<file path="src/rtl/noc_input_port_wh.sv">
// Wormhole input port: DEPTH-entry flit FIFO with XY routing computed from each
// packet's head flit and held for the body flits until the EOP flit departs.
module noc_input_port_wh #(
  parameter int X_W       = 1,
  parameter int Y_W       = 1,
  parameter int TYPE_W    = 2,
  parameter int PAYLOAD_W = 8,
  parameter int DEPTH     = 4,
  parameter int LOCAL_X   = 0,
  parameter int LOCAL_Y   = 0,
  parameter int CNT_W     = 16
) (
  input  logic                                clk,
  input  logic                                rst,
  input  logic [Y_W+X_W+TYPE_W+PAYLOAD_W:0]   in_flit,
  input  logic                                in_valid,
  output logic                                in_ready,
  output logic                                ack,
  output logic [Y_W+X_W+TYPE_W+PAYLOAD_W:0]   out_flit,
  output logic                                out_valid,
  input  logic                                out_ready,
  output logic [4:0]                          out_route,
  output logic [TYPE_W-1:0]                   out_type,
  output logic                                out_head,
  output logic [CNT_W-1:0]                    flit_count,
  output logic [CNT_W-1:0]                    pkt_count
);

  localparam int FLIT_W  = Y_W + X_W + TYPE_W + PAYLOAD_W + 1;
  localparam int AW      = (DEPTH > 1) ? $clog2(DEPTH) : 1;
  localparam int TYPE_LO = PAYLOAD_W + 1;
  localparam int X_LO    = TYPE_LO + TYPE_W;
  localparam int Y_LO    = X_LO + X_W;

  localparam logic [AW:0]      FULL_C  = (AW+1)'(DEPTH);
  localparam logic [AW:0]      ONE_C   = (AW+1)'(1);
  localparam logic [AW-1:0]    PONE_C  = AW'(1);
  localparam logic [CNT_W-1:0] CONE_C  = CNT_W'(1);
  localparam logic [X_W-1:0]   LX_C    = X_W'(LOCAL_X);
  localparam logic [Y_W-1:0]   LY_C    = Y_W'(LOCAL_Y);

  localparam logic [4:0] R_LOCAL = 5'b00001;
  localparam logic [4:0] R_NORTH = 5'b00010;
  localparam logic [4:0] R_EAST  = 5'b00100;
  localparam logic [4:0] R_SOUTH = 5'b01000;
  localparam logic [4:0] R_WEST  = 5'b10000;

  typedef enum logic {HEAD, BODY} state_t;

  // Dimension-ordered routing: X is resolved completely before Y.
  function automatic logic [4:0] xy_route(input logic [X_W-1:0] dx,
                                          input logic [Y_W-1:0] dy);
    logic [4:0] r;
    if (dx > LX_C)      r = R_EAST;
    else if (dx < LX_C) r = R_WEST;
    else if (dy > LY_C) r = R_NORTH;
    else if (dy < LY_C) r = R_SOUTH;
    else                r = R_LOCAL;
    return r;
  endfunction

  logic [FLIT_W-1:0] mem_p1 [DEPTH];
  logic [AW-1:0]     wr_ptr, rd_ptr;
  logic [AW:0]       count;
  logic              push, pop;
  logic              ack_p1;
  logic [FLIT_W-1:0] head_flit;
  logic              head_eop;

  state_t            state, state_nxt;
  logic              lock_en;
  logic [4:0]        route_lock;
  logic [TYPE_W-1:0] type_lock;

  assign in_ready  = (count != FULL_C);
  assign out_valid = (count != '0);
  assign push      = in_valid && in_ready;
  assign pop       = out_valid && out_ready;
  assign head_flit = mem_p1[rd_ptr];
  assign head_eop  = head_flit[0];
  assign ack       = ack_p1;

  // Storage stage: flit data is written without reset; emptiness gates the outputs.
  always_ff @(posedge clk) begin
    if (push) mem_p1[wr_ptr] <= in_flit;
  end

  always_ff @(posedge clk or posedge rst) begin
    if (rst) begin
      wr_ptr     <= '0;
      rd_ptr     <= '0;
      count      <= '0;
      ack_p1     <= 1'b0;
      state      <= HEAD;
      flit_count <= '0;
      pkt_count  <= '0;
    end else begin
      ack_p1 <= push;
      state  <= state_nxt;
      if (push) wr_ptr <= wr_ptr + PONE_C;
      if (pop)  rd_ptr <= rd_ptr + PONE_C;
      case ({push, pop})
        2'b10:   count <= count + ONE_C;
        2'b01:   count <= count - ONE_C;
        default: count <= count;
      endcase
      if (pop)             flit_count <= flit_count + CONE_C;
      if (pop && head_eop) pkt_count  <= pkt_count + CONE_C;
    end
  end

  // Locked route is only consulted in BODY, which reset leaves; no reset needed.
  always_ff @(posedge clk) begin
    if (lock_en) begin
      route_lock <= xy_route(head_flit[X_LO +: X_W], head_flit[Y_LO +: Y_W]);
      type_lock  <= head_flit[TYPE_LO +: TYPE_W];
    end
  end

  always_comb begin
    state_nxt = state;
    lock_en   = 1'b0;
    out_flit  = '0;
    out_route = '0;
    out_type  = '0;
    out_head  = 1'b0;
    case (state)
      HEAD: begin
        if (pop && !head_eop) begin
          state_nxt = BODY;
          lock_en   = 1'b1;
        end
      end
      BODY: begin
        if (pop && head_eop) state_nxt = HEAD;
      end
      default: state_nxt = HEAD;
    endcase
    if (out_valid) begin
      out_flit = head_flit;
      if (state == HEAD) begin
        out_head  = 1'b1;
        out_route = xy_route(head_flit[X_LO +: X_W], head_flit[Y_LO +: Y_W]);
        out_type  = head_flit[TYPE_LO +: TYPE_W];
      end else begin
        out_route = route_lock;
        out_type  = type_lock;
      end
    end
  end

endmodule

</file>
<file path="config.mk">
export PLATFORM = sky130hd
export DESIGN_NAME = noc_input_port_wh
export DESIGN_NICKNAME = d
export VERILOG_FILES = /design/src/rtl/noc_input_port_wh.sv
export SDC_FILE = /design/constraint.sdc
export NUM_CORES = 1
export LEC_CHECK = 0
export CAP_MARGIN = 25
export CORE_MARGIN = 5
export CORE_UTILIZATION = 55
export CTS_CLUSTER_DIAMETER = 200
export DETAILED_ROUTE_END_ITERATION = 8
export PLACE_DENSITY = 0.85
export SYNTH_ARGS = -nofsm -noshare
export SYNTH_HDL_FRONTEND = slang
export SYNTH_SLANG_ARGS = --single-unit
</file>
<file path="constraint.sdc">
create_clock -name clk -period 5.5 [get_ports clk]
set_input_delay 0.825 -clock clk [delete_from_list [all_inputs] [get_ports clk]]
set_output_delay 0.825 -clock clk [all_outputs]
set_load 0.01 [all_outputs]
</file>
==> flow_metrics.env <==
export IMPL_dp_slack_ns=2.143
export IMPL_antenna_found_initial=0
export IMPL_cts_htree_levels=3
export IMPL_coreArea_um2=7292
export IMPL_drv_cap=0
export IMPL_fmax_mhz=269.6
export IMPL_final_common_cell="clkdlybuf4s50_1"
export IMPL_cp_slowest_cell="dfrtp_1"
export IMPL_syn_cell_area_um2=4153
export IMPL_hold_viol=0
export IMPL_grt_max_degree=42
export IMPL_grt_ovfl_total=0
export IMPL_nNetsFinal=370
export IMPL_drive_above_1_share_pct=9.714
export IMPL_route_detailed_drc=0
export IMPL_skew_ns=0.01488
export IMPL_grt_pass1_wl_mm=12.95
export IMPL_wl_per_cell_um=17.05
export IMPL_worstMarginPinSlew_ns=0.8816
export IMPL_rsz0062_at_grt="no"
export IMPL_routed_wl_mm=7.655
export IMPL_drtIter0Drc=138
export IMPL_cts_root_buf="clkbuf_8"
export IMPL_num_fill_cells=518
export IMPL_max_vdd_ir_drop_mv=0.2791
export IMPL_post_cts_buffers=0
export IMPL_critPathMaxFanout=15
export IMPL_initial_utilization_pct=56.95
export IMPL_synth_async_reset_ratio_pct=41.84
export IMPL_maxSlewHeadroom_pct=41.23
export IMPL_p_leak_uw=0.001998
export IMPL_crit_path_start_kind="flip-flop"
export IMPL_clk_latency_ns=0.35
export IMPL_cts_sinks=98
export IMPL_grt_pass1_vias=2572
export IMPL_portBuffers=70
export IMPL_synthCells=272
export IMPL_boundaryPins=73
export IMPL_slowest_delay_ns=0.93
export IMPL_synth_cell_types=35
export IMPL_ys_seq_area_share_pct=65.92
export IMPL_critPathRequiredTime_ns=4.68
export IMPL_area_growth_pct=23.59
export IMPL_die_x_um=96.90
export IMPL_setup_slack_ns=1.791
export IMPL_cts_buffer_depth=2
export IMPL_synth_edf_count=57
export IMPL_synth_seq_cells=98
export IMPL_path_class="flip-flop to output port"
export IMPL_worstPathArrival_ns=2.88
export IMPL_die_area_um2=9389
export IMPL_dr_pass1_iters=6
export IMPL_vias_per_cell=5.341
export IMPL_yosys_warnings=0
export IMPL_finalMaxSlewViolations=0
export IMPL_fin_tns_setup_ns=0
export IMPL_powerDensity_nw_per_um2=490.9
export IMPL_critPathCaptureType="output port"
export IMPL_synth_main_ff_cell="edfxtp_1"
export IMPL_timing_hold_ws_ns=0.4751
export IMPL_gp_congestion=0.7408
export IMPL_most_common_layout_cells="clkdlybuf4s50_1, edfxtp_1, dfrtp_1"
export IMPL_gr_usage_all_layers_pct=17.21
export IMPL_core_rowCount=31
export IMPL_setup_viol=0
export IMPL_vias=2398
export IMPL_crit_family="flip-flops"
export IMPL_diodes=0
export IMPL_cts_buffers=9
export IMPL_status="finished, final reports clean"
export IMPL_clkTransAtPathRegs_ns=0.10
export IMPL_dieHeight_um=96.90
export IMPL_worstHoldPathType="flip-flop to flip-flop"
export IMPL_path_buf_inv=1
export IMPL_avgSynthCellArea_um2=15.27
export IMPL_crit_chain="mux4_2, nor2b_1, mux2i_1, nor2_1, clkdlybuf4s50_1"
export IMPL_layout_min_cycle_time_ns=3.709
export IMPL_r2r_setup_slack_ns=2.86
export IMPL_ctsResizeCount=0
export IMPL_period_share_pct=67.43
export IMPL_ctsHoldBuffers=0
export IMPL_cts_tree="built"
export IMPL_dpl_hpwl_mm=5.260
export IMPL_route_antenna_remaining_nets=0
flip-flops by register name (all words and copies together) (netlist names), named ones only:
| register | flops |
|---|---|
| mem_p1 | 52 |
| rd_ptr | 2 |
| flit_count | 16 |
| wr_ptr | 2 |
| type_lock | 2 |
| count | 3 |
| route_lock | 3 |
| ack | 1 |
| pkt_count | 16 |
synth_stat cells (5+ instances only):
cell / n / area, um^2
edfxtp_1: 57 / 1712
dfrtp_1: 41 / 1026
xnor2_1: 25 / 219.0
nand2_1: 17 / 63.81
nor2_1: 17 / 63.81
and2_1: 15 / 93.84
xor2_1: 11 / 96.34
mux4_2: 10 / 225.2
and3_1: 9 / 56.30
inv_1: 9 / 33.78
nand4_1: 9 / 56.30
ha_1: 7 / 87.58
mux2i_1: 5 / 50.05
area by class of cell:
cell class / instances / area (um^2) / share of cell area (%)
tap: 99 / 123.9 / 2.413
clock buffer: 11 / 173.9 / 3.389
sequential: 98 / 2738 / 53.34
inverter: 9 / 33.78 / 0.6582
timing repair buffer: 71 / 708.2 / 13.80
clock inverter: 5 / 41.29 / 0.8045
multi-input combinational: 156 / 1314 / 25.60
power by group:
group,leakage (uW),internal (uW),switching [uW]
Clock,0.000113,225,246
Combinational,0.000834,523,404
Sequential,0.00105,959,163
Total,0.00200,1710,813
per-layer routing:
metal | GRT usage, % | part of all wire [%]
met5 | 0 | 0
met4 | 6.803 | 1.9
met3 | 3.957 | 4.2
met2 | 29.35 | 53
met1 | 21.26 | 41
path summary, 6_finish.rpt:
check,from,depth (start not counted),end
max,rd_ptr[0]$_DFFE_PP0P_,5,out_route[1]
min,pkt_count[15]$_DFFE_PP0P_,1,pkt_count[15]$_DFFE_PP0P_
max reg2reg,rd_ptr[0]$_DFFE_PP0P_,2,route_lock[1]$_DFFE_PP_
min reg2reg,pkt_count[15]$_DFFE_PP0P_,1,pkt_count[15]$_DFFE_PP0P_
max in group asynchronous,rst,3,wr_ptr[1]$_DFFE_PP0P_
min in group asynchronous,rst,3,pkt_count[15]$_DFFE_PP0P_
kinds of logic (layout without fill, tap and decap cells):
logic type                 Yosys count  count (layout)  synth area share, %
DFF                                 98              98                65.92
xor gates and xnor gates            36              36                7.593
other                                1               2              0.09030
and+or+nand+nor                     87              87                11.66
muxes                               20              20                9.069
buffers and inverters               19              96                2.530
AOI/OAI and AO/OA                    3               3               0.5423
adders and majority gates            8               8                2.591
stage by stage:
step                instance area (um^2)  util, %  instances  total power [uW]
finish                              5132    70.38        449              2520
global route                        5132    70.38        449              2679
CTS                                 5132    70.38        449              2547
detailed placement                  4917    67.43        433              2070
global placement                    4917    67.43        433              2038
floorplan                           4156        -        273              1632
No activity file was read; power rests on OpenSTA's default activity.
